===== src/rtl/v_slide_pkg.sv =====
// Shared widths, direction and FSM state types for the vector slide
// row-sequenced index generator.
package v_slide_pkg;

  function automatic int row_w(input int loc_per_lane);
    return $clog2(loc_per_lane * 32);
  endfunction

  function automatic int sa_w(input int lanes, input int loc_per_lane);
    return $clog2(loc_per_lane * 32 * lanes);
  endfunction

  function automatic int ln_w(input int lanes);
    return $clog2(lanes);
  endfunction

  typedef enum logic {
    SLIDE_UP   = 1'b0,
    SLIDE_DOWN = 1'b1
  } slide_dir_e;

  typedef enum logic [1:0] {
    IDLE = 2'd0,
    RUN  = 2'd1,
    FIN  = 2'd2
  } slide_state_e;

endpackage


===== src/rtl/v_slide_lane_calc.sv =====
// Per-lane slide index calculation: for one destination lane of a row,
// derives the source row, write enable and zero-fill flag.
module v_slide_lane_calc
  import v_slide_pkg::*;
#(
  parameter int VLANE_NUM         = 8,
  parameter int VREG_LOC_PER_LANE = 8,
  parameter int LANE              = 0,
  localparam int ROW_W            = row_w(VREG_LOC_PER_LANE),
  localparam int SA_W             = sa_w(VLANE_NUM, VREG_LOC_PER_LANE),
  localparam int LN_W             = ln_w(VLANE_NUM)
) (
  input  logic [ROW_W-1:0] row_i,
  input  logic [SA_W-1:0]  sa_i,
  input  logic [SA_W:0]    vl_i,
  input  slide_dir_e       dir_i,
  output logic [ROW_W-1:0] src_row_o,
  output logic             mask_o,
  output logic             zero_o
);

  localparam int EW = SA_W + 1;

  logic [EW-1:0] d;
  logic [EW-1:0] sa_ext;
  logic [EW-1:0] s;

  // Element index of this lane in the row; lanes are a power of two.
  assign d      = (EW'(row_i) << LN_W) | EW'(LANE);
  assign sa_ext = EW'(sa_i);

  // NOTE: every output of a combinational block gets a default first, so no
  // path through the if/else can leave a value held and infer a latch.
  always_comb begin
    s         = '0;
    src_row_o = '0;
    mask_o    = 1'b0;
    zero_o    = 1'b0;
    if (dir_i == SLIDE_UP) begin
      if (d >= sa_ext) begin
        s         = d - sa_ext;
        mask_o    = (d < vl_i);
        src_row_o = ROW_W'(s >> LN_W);
      end
    end else begin
      s         = d + sa_ext;
      mask_o    = (d < vl_i);
      zero_o    = mask_o && (s >= vl_i);
      src_row_o = ROW_W'(s >> LN_W);
    end
  end

endmodule


===== src/rtl/v_slide_offset_gen.sv =====
// Accepts one slide command and emits one registered descriptor per
// destination row (rotation, per-lane source row, write mask, zero-fill).
module v_slide_offset_gen
  import v_slide_pkg::*;
#(
  parameter int VLANE_NUM         = 8,
  parameter int VREG_LOC_PER_LANE = 8,
  localparam int ROW_W            = row_w(VREG_LOC_PER_LANE),
  localparam int SA_W             = sa_w(VLANE_NUM, VREG_LOC_PER_LANE),
  localparam int LN_W             = ln_w(VLANE_NUM)
) (
  input  logic                                clk_i,
  input  logic                                rst_i,
  input  logic                                start_i,
  output logic                                ready_o,
  input  logic                                dir_i,
  input  logic [SA_W-1:0]                     shift_amount_i,
  input  logic [SA_W:0]                       vl_i,
  output logic                                row_valid_o,
  input  logic                                row_ready_i,
  output logic [ROW_W-1:0]                    row_idx_o,
  output logic [LN_W-1:0]                     rot_o,
  output logic [VLANE_NUM-1:0][ROW_W-1:0]     src_row_o,
  output logic [VLANE_NUM-1:0]                lane_mask_o,
  output logic [VLANE_NUM-1:0]                zero_o,
  output logic                                done_o
);

  localparam int               EXT     = SA_W + 2;
  localparam logic [ROW_W-1:0] ROW_MAX = '1;

  slide_state_e state_q, state_d;
  slide_dir_e   dir_in, dir_q;
  logic [SA_W-1:0]  sa_q;
  logic [SA_W:0]    vl_q;
  logic [ROW_W-1:0] last_row_q;

  logic [EXT-1:0]   n_rows_in, last_wide;
  logic [ROW_W-1:0] first_row_in, last_row_in;
  logic             empty_in;
  logic             load, advance, finish;

  logic [ROW_W-1:0]                calc_row;
  logic [SA_W-1:0]                 calc_sa;
  logic [SA_W:0]                   calc_vl;
  slide_dir_e                      calc_dir;
  logic [VLANE_NUM-1:0][ROW_W-1:0] calc_src;
  logic [VLANE_NUM-1:0]            calc_mask, calc_zero;

  // Row range of an incoming command; vl above VLMAX is clamped to the last row.
  assign dir_in       = slide_dir_e'(dir_i);
  assign n_rows_in    = (EXT'(vl_i) + EXT'(VLANE_NUM - 1)) >> LN_W;
  assign last_wide    = n_rows_in - EXT'(1);
  assign last_row_in  = (last_wide > EXT'(ROW_MAX)) ? ROW_MAX : ROW_W'(last_wide);
  assign first_row_in = (dir_in == SLIDE_UP) ? ROW_W'(shift_amount_i >> LN_W) : '0;
  assign empty_in     = (vl_i == '0) ||
                        ((dir_in == SLIDE_UP) && (EXT'(shift_amount_i >> LN_W) >= n_rows_in));

  // In IDLE the lane calculators see the incoming command's first row; in RUN
  // they precompute the row after the one currently presented.
  always_comb begin
    if (state_q == IDLE) begin
      calc_row = first_row_in;
      calc_sa  = shift_amount_i;
      calc_vl  = vl_i;
      calc_dir = dir_in;
    end else begin
      calc_row = row_idx_o + ROW_W'(1);
      calc_sa  = sa_q;
      calc_vl  = vl_q;
      calc_dir = dir_q;
    end
  end

  for (genvar j = 0; j < VLANE_NUM; j++) begin : g_lane
    v_slide_lane_calc #(
      .VLANE_NUM        (VLANE_NUM),
      .VREG_LOC_PER_LANE(VREG_LOC_PER_LANE),
      .LANE             (j)
    ) u_calc (
      .row_i    (calc_row),
      .sa_i     (calc_sa),
      .vl_i     (calc_vl),
      .dir_i    (calc_dir),
      .src_row_o(calc_src[j]),
      .mask_o   (calc_mask[j]),
      .zero_o   (calc_zero[j])
    );
  end

  always_comb begin
    state_d = state_q;
    load    = 1'b0;
    advance = 1'b0;
    finish  = 1'b0;
    case (state_q)
      IDLE: begin
        if (start_i) begin
          load    = 1'b1;
          state_d = empty_in ? FIN : RUN;
        end
      end
      RUN: begin
        if (row_ready_i) begin
          if (row_idx_o == last_row_q) begin
            finish  = 1'b1;
            state_d = FIN;
          end else begin
            advance = 1'b1;
          end
        end
      end
      FIN:     state_d = IDLE;
      default: state_d = IDLE;
    endcase
  end

  // NOTE: sequential state uses non-blocking assignments so every register
  // samples pre-edge values regardless of statement order.
  always_ff @(posedge clk_i or posedge rst_i) begin
    if (rst_i) state_q <= IDLE;
    else       state_q <= state_d;
  end

  always_ff @(posedge clk_i or posedge rst_i) begin
    if (rst_i) begin
      dir_q       <= SLIDE_UP;
      sa_q        <= '0;
      vl_q        <= '0;
      last_row_q  <= '0;
      row_idx_o   <= '0;
      rot_o       <= '0;
      src_row_o   <= '0;
      lane_mask_o <= '0;
      zero_o      <= '0;
    end else begin
      if (load) begin
        dir_q      <= dir_in;
        sa_q       <= shift_amount_i;
        vl_q       <= vl_i;
        last_row_q <= last_row_in;
      end
      if ((load && !empty_in) || advance) begin
        row_idx_o   <= calc_row;
        src_row_o   <= calc_src;
        lane_mask_o <= calc_mask;
        zero_o      <= calc_zero;
        if (load) rot_o <= shift_amount_i[LN_W-1:0];
      end else if (finish) begin
        row_idx_o   <= '0;
        rot_o       <= '0;
        src_row_o   <= '0;
        lane_mask_o <= '0;
        zero_o      <= '0;
      end
    end
  end

  assign ready_o     = (state_q == IDLE);
  assign row_valid_o = (state_q == RUN);
  assign done_o      = (state_q == FIN);

endmodule

===== config.mk =====
export PLATFORM = sky130hd
export DESIGN_NAME = v_slide_offset_gen
export DESIGN_NICKNAME = d
export VERILOG_FILES = /design/src/rtl/v_slide_pkg.sv /design/src/rtl/v_slide_lane_calc.sv /design/src/rtl/v_slide_offset_gen.sv
export SDC_FILE = /design/constraint.sdc
export NUM_CORES = 1
export LEC_CHECK = 0
export ABC_AREA = 1
export BUFFER_PORTS_ARGS = -buffer_cell sky130_fd_sc_hd__buf_2
export CORE_MARGIN = 1.5
export CORE_UTILIZATION = 40
export DETAILED_ROUTE_END_ITERATION = 6
export HOLD_SLACK_MARGIN = 0.08
export PLACE_DENSITY = 0.55
export SLEW_MARGIN = 20
export SYNTH_ARGS = -nofsm -noshare
export SYNTH_HDL_FRONTEND = slang
export SYNTH_SLANG_ARGS = --single-unit

===== constraint.sdc =====
create_clock -name clk_i -period 9.9 [get_ports clk_i]
set_input_delay 1.98 -clock clk_i [delete_from_list [all_inputs] [get_ports clk_i]]
set_output_delay 1.98 -clock clk_i [all_outputs]
set_load 0.01 [all_outputs]

; Word level (Yosys, flattened, before mapping)
; Index checks and enable logic that the tools add are counted.
[totals]
ff_bits = 125
inputBits = 28
wordCells = 156
[classes]
addsub = 19
order_cmp = 26
eq_ne = 7
n_mux = 68
bitwise = 1
n_reduce_logical = 18
[op_table]
columns = op, count
row1 = $mux W8, 23
row2 = $mux W64, 2
row3 = $add A11 B11 Y12, 8
row4 = $ge A12 B12 Y1, 8
row5 = $lt A11 B12 Y1, 8
row6 = $ge A11 B11 Y1, 8
row7 = $sub A11 B11 Y11, 8
row8 = $mux W1, 33
row9 = $add A12 B3 Y13 const B, 1
row10 = $gt A13 B8 Y1 const B, 1
row11 = $logic_not A12 Y1, 1
row12 = $mux W12, 1
row13 = $mux W11, 1
row14 = $sub A10 B1 Y11 const B, 1
row15 = $ge A8 B10 Y1, 1
row16 = $logic_and A1 B1 Y1, 10
row17 = $mux W3, 3
row18 = $add A8 B1 Y8 const B, 1
row19 = $eq A8 B8 Y1, 1
row20 = $mux W2, 4
row21 = $ne A2 B1 Y1 const B, 2
row22 = $ne A2 B2 Y1 const B, 2
row23 = $pmux W2 S2, 1
row24 = $reduce_and A3 Y1, 1
row25 = 8 further kinds, 9

; Logic depth before layout (Yosys ltp)
[depth]
ltp_word = 9
mapped_depth = 27
depth_no_buf = 26

; Hierarchy
; A second synthesis with hierarchy kept.
[hier_totals]
hier_cells = 3164
hier_area_um2 = 19546.2
[modules_own_cells]
columns = mod, instances, cells_per_inst, area_per_inst_um2, seq_area_each_um2
row1 = v_slide_offset_gen, 1, 801, 6167.2, 3128.0
row2 = v_slide_lane_calc (g_lane[3].u_calc), 1, 309, 1781.7, 0.0
row3 = v_slide_lane_calc (g_lane[2].u_calc), 1, 305, 1717.9, 0.0
row4 = v_slide_lane_calc (g_lane[6].u_calc), 1, 308, 1686.6, 0.0
row5 = v_slide_lane_calc (g_lane[5].u_calc), 1, 299, 1684.1, 0.0
row6 = v_slide_lane_calc (g_lane[7].u_calc), 1, 283, 1677.9, 0.0
row7 = v_slide_lane_calc (g_lane[4].u_calc), 1, 292, 1661.6, 0.0
row8 = v_slide_lane_calc (g_lane[1].u_calc), 1, 291, 1609.0, 0.0
row9 = v_slide_lane_calc (g_lane[0].u_calc), 1, 276, 1560.2, 0.0

; Worst setup path after synthesis
; Ideal clock, no wire load.
[synth_path]
path_type = in2reg
start = input dir_i
end = register zero_o[7]
setup_time_ps = 117
arrival_time_ps = 5005
slack_ps = 4779
cell_stages = 22
path_buffers = 0
cell_sequence = inv_1 -> nor2_2 -> inv_1 -> nand3_1 -> inv_1 -> ha_1 -> fa_1 -> inv_1 -> o21ai_0 -> nand2_1 -> nand2_1 -> xor2_2 -> a21oi_1 -> inv_1 -> ha_1 -> a21oi_1 -> o21a_1 -> nand3_1 -> a31oi_1 -> nor3_1 -> nand2_1 -> nand2_1
[synth_between]
elab_chain_cells = 7
[synth_lines]
columns = item, line_no
row1 = "start, declared", v_slide_offset_gen.sv:16  ; input logic dir_i,
row2 = $mux W8 / $not A1 Y1 (equally long branches), "v_slide_offset_gen.sv:55, v_slide_offset_gen.sv:57"
row3 = $mux W8 / $logic_and A1 B1 Y1 (equally long branches), "v_slide_offset_gen.sv:62, v_slide_offset_gen.sv:57"
row4 = $add A11 B11 Y12 / $logic_or A1 B1 Y1 (equally long branches), "v_slide_lane_calc.sv:46, v_slide_offset_gen.sv:56"
row5 = $ge A12 B12 Y1 / $logic_not A1 Y1 (equally long branches), "v_slide_lane_calc.sv:48, v_slide_offset_gen.sv:143"
row6 = $logic_and A1 B1 Y1 (on tied branches), "v_slide_lane_calc.sv:48, v_slide_offset_gen.sv:143"
row7 = $mux W1 / $logic_or A1 B1 Y1 (equally long branches), "v_slide_lane_calc.sv:39, v_slide_offset_gen.sv:143"
row8 = $mux W8 / $reduce_bool A2 Y1 (equally long branches), -
row9 = "end signal, assigned", v_slide_offset_gen.sv:147  ; zero_o <= calc_zero;
row10 = "end, declared", v_slide_offset_gen.sv:25  ; output logic [VLANE_NUM-1:0] zero_o,
; Parallel ways exist; a longest one is shown, timed or not.
; A chain may end at the register's enable or synchronous reset.

; Worst setup path in the final report
; Same ends and word-level chain as after synthesis.

==> Implementation_results.wiki <==
{| class="wikitable"
! Metric !! Value
|-
| Hold WC Path Type || flip-flop to flip-flop
|-
| I/O Buffers || 121
|-
| Routed wire per std cell || 22.1 um
|-
| Vias after detailed routing || 12,477
|-
| Total CTS buffers || 17
|-
| Tcrit/Tclk final || 0.631
|-
| DRC Markers || 0
|-
| CTS H-Tree Depth || 4
|-
| Highest cell delay on the worst timing path || 0.76 ns
|-
| Synth top cells by count || nand2_1 (492), inv_1 (187), o21ai_0 (169)
|-
| Worst-margin pin slew || 1.31 ns
|-
| Boundary Pins || 122
|-
| Worst Path Max Fanout || 12
|-
| Initial antenna violation count || 2
|-
| Clk slew on worst S/H paths || 0.06 ns
|-
| Setup slack of the critical path after layout || 3.66 ns
|-
| Cell with the most instances on the worst path || nand2_1
|-
| Final weighted congestion in routability-driven placement || 0.976
|-
| Area share of the leading cell type in the synthesized netlist || 0.254
|-
| CTS root buffer || clkbuf_16
|-
| Total count of hold-check failures in the final report || 0
|-
| Area of the core region || 30,500 um^2
|-
| Post-Synthesis Cells || 1,782
|-
| Proportion of layout cells with a drive suffix above 1 || 0.132
|-
| Logic depth of the worst register-to-register path || 19
|-
| Async set or reset register ratio after synthesis || 1.00
|-
| Net total in the final layout || 2,057
|-
| Slew margin rel. || 0.116
|-
| CP Launch Type || input pin
|-
| #FFs+latches synth || 125
|-
| End-of-flow core utilization || 0.454
|-
| Pin count of the biggest net entering global routing || 81
|-
| Initial standard-cell utilization of the core || 0.404
|-
| Cells taking the most area after synthesis || dfrtp_1 (25%), nand2_1 (15%), ha_1 (14%), xor2_1 (7.4%), o21ai_0 (6.9%)
|-
| Avg Cell Area, Syn || 6.92 um^2
|-
| Vias per Instance || 5.43
|-
| Sequential area share after synthesis || 0.254
|-
| Global-route wire length before repair || 75,500 um
|-
| Worst-skew pair later-pin latency || 0.45 ns
|-
| MaxCap Viol Count || 0
|-
| DIE WIDTH || 179 um
|-
| Total Die Area || 31,900 um^2
|-
| Cell area after synthesis || 12,300 um^2
|-
| Worst Path Class, Setup || input pin to flip-flop
|-
| Post-place setup slack || 3.25 ns
|-
| Syn nets || 1,952
|-
| Total number of placement rows || 64
|-
| TritonCTS clock tree || done
|-
| Run status || complete, no violations
|-
| Placed wire-length estimate after detailed placement || 40,300 um
|-
| Cell accounting for the most synthesized area || dfrtp_1
|-
| Global-route usage over all layers || 0.327
|-
| Min Tclk post-route || 6.24 ns
|-
| Via count of the first global-routing pass || 11,950
|-
| Max Buffers Root-to-Sink || 2
|-
| Number of violations reported at the end of detailed-routing iteration 0 || 962
|-
| Critical path cell sequence || buf_2 -> inv_1 -> nor2_2 -> nor3_1 -> ha_1 -> inv_2 -> o21ai_1 -> a21oi_2 -> nand2_1 -> xor2_2 -> a21oi_1 -> inv_1 -> ha_1 -> a21oi_1 -> o21a_1 -> nand3_1 -> a31oi_1 -> nor3_1 -> nand2_1 -> nand2_1
|-
| Fmax achieved || 0.160 GHz
|-
| Minimum hold slack || 0.461 ns
|-
| Total setup buffers inserted after CTS || 0
|-
| Total number of yosys warnings || 0
|-
| Number of enable-type register cells in the synthesized netlist || 0
|-
| Clock sink count || 125
|-
| Overflow left after global routing || 0
|-
| Number of gates resized after cts || 0
|-
| Final max-slew violation count || 0
|-
| Antenna-violating nets left || 0
|-
| Setup-violating endpoint count in the final report || 0
|-
| Number of distinct library cell variants in the gate-level netlist after synthesis || 52
|-
| Die extent in y || 179 um
|-
| Unrepaired setup endpoints after global routing || no
|-
| Dominant register cell in the synthesized netlist || dfrtp_1
|-
| Routed WL || 50,900 um
|-
| Number of hold buffers added after cts || 0
|-
| Cell at the slowest stage of the critical path || ha_1
|-
| Dominant cell by count in the synthesized netlist || nand2_1
|-
| Hold Path Stages || 2
|-
| Setup TNS after final layout || 0 ns
|-
| Element type at the critical path end || flip-flop
|-
| Layout Area Growth over Synthesis || 12.3%
|-
| Crit path required time || 10.23 ns
|-
| Clock Skews || 0.00883 ns
|-
| DRT Pass-1 Iters || 5
|-
| Arrival time at the worst endpoint || 6.58 ns
|-
| Fillers || 3,245
|}
cell families (layout without fill, tap and decap cells):
group | after synthesis | after routing | synth area share
compound gates | 378 | 378 | 0.169
xor+xnor | 108 | 108 | 0.0779
fa+ha+maj | 142 | 142 | 0.146
buf+inv | 260 | 377 | 0.0889
flops | 125 | 125 | 0.254
other cells | 0 | 2 | 0
simple gates | 769 | 769 | 0.264
final timing paths:
kind / start / end / slack, ns
setup / recovery: dir_i / zero_o[7]$_DFFE_PP0P_ / 3.66
hold / removal: src_row_o[34]$_DFFE_PP0P_ / src_row_o[34]$_DFFE_PP0P_ / 0.46
setup reg to reg: state_q[0]$_DFFE_PP0P_ / zero_o[7]$_DFFE_PP0P_ / 4.32
hold reg to reg: src_row_o[34]$_DFFE_PP0P_ / src_row_o[34]$_DFFE_PP0P_ / 0.46
max in group asynchronous: rst_i / lane_mask_o[4]$_DFFE_PP0P_ / 6.85
min in group asynchronous: rst_i / row_idx_o[3]$_DFFE_PP0P_ / 1.66
layout make-up:
class                      count  area, um^2  share of cell area
antenna                        2        5.00            0.000361
clock buffer                  20         457              0.0330
clock inverter                11         119             0.00858
inverter                     204         768              0.0555
multi-input combinational   1397        8120               0.586
sequential                   125        3130               0.226
tap                          396         495              0.0358
timing repair buffer         142         763              0.0551
sequential cells by signal, indices dropped and copies added (netlist names):
register and flops:
dir_q 1, lane_mask_o 8, last_row_q 8, rot_o 3, row_idx_o 8, sa_q 11
src_row_o 64, state_q 2, vl_q 12, zero_o 8
layout by cell type (no fill, tap or decap), types with 8 or more instances in the layout:
cell type | netlist | layout
nor3_1 | 21 | 21
nand4_1 | 19 | 19
o21ai_2 | 8 | 8
dfrtp_1 | 125 | 125
o22ai_1 | 11 | 11
o21ai_0 | 169 | 165
clkbuf_16 | 0 | 17
inv_2 | 15 | 15
buf_2 | 15 | 121
xor2_1 | 104 | 104
a21oi_1 | 113 | 113
o21ai_1 | 38 | 42
nand3_1 | 79 | 79
inv_1 | 187 | 186
nor2_1 | 109 | 109
nand2_2 | 12 | 12
ha_1 | 138 | 138
nand2_1 | 492 | 492
buf_4 | 7 | 21
metrics by stage:
step / instances / area (um^2)
after floorplan: 1782 / 12300
after global placement: 2264 / 13300
after detailed placement: 2264 / 13300
after CTS: 2295 / 13800
after global routing: 2295 / 13800
final: 2297 / 13900
layer usage:
layer | global-route usage | vias to the layer above | wire length [um]
li1 | - | 6035 | -
met1 | 0.408 | 5916 | 21700
met2 | 0.554 | 429 | 24100
met3 | 0.0364 | 97 | 2430
met4 | 0.172 | 0 | 2580
met5 | 0 | - | 0
worst max-delay path, delay by kind of cell:
| family | cells | cell delay [ns] |
|---|---|---|
| AOI/OAI and AO/OA | 6 | 1.40 |
| and+or+nand+nor | 7 | 1.13 |
| adders and majority gates | 2 | 1.00 |
| buffers and inverters | 4 | 0.71 |
| xor gates and xnor gates | 1 | 0.33 |
Power is not shown: default switching activity piles up to over one toggle a cycle in this logic, so the estimate is an artifact.
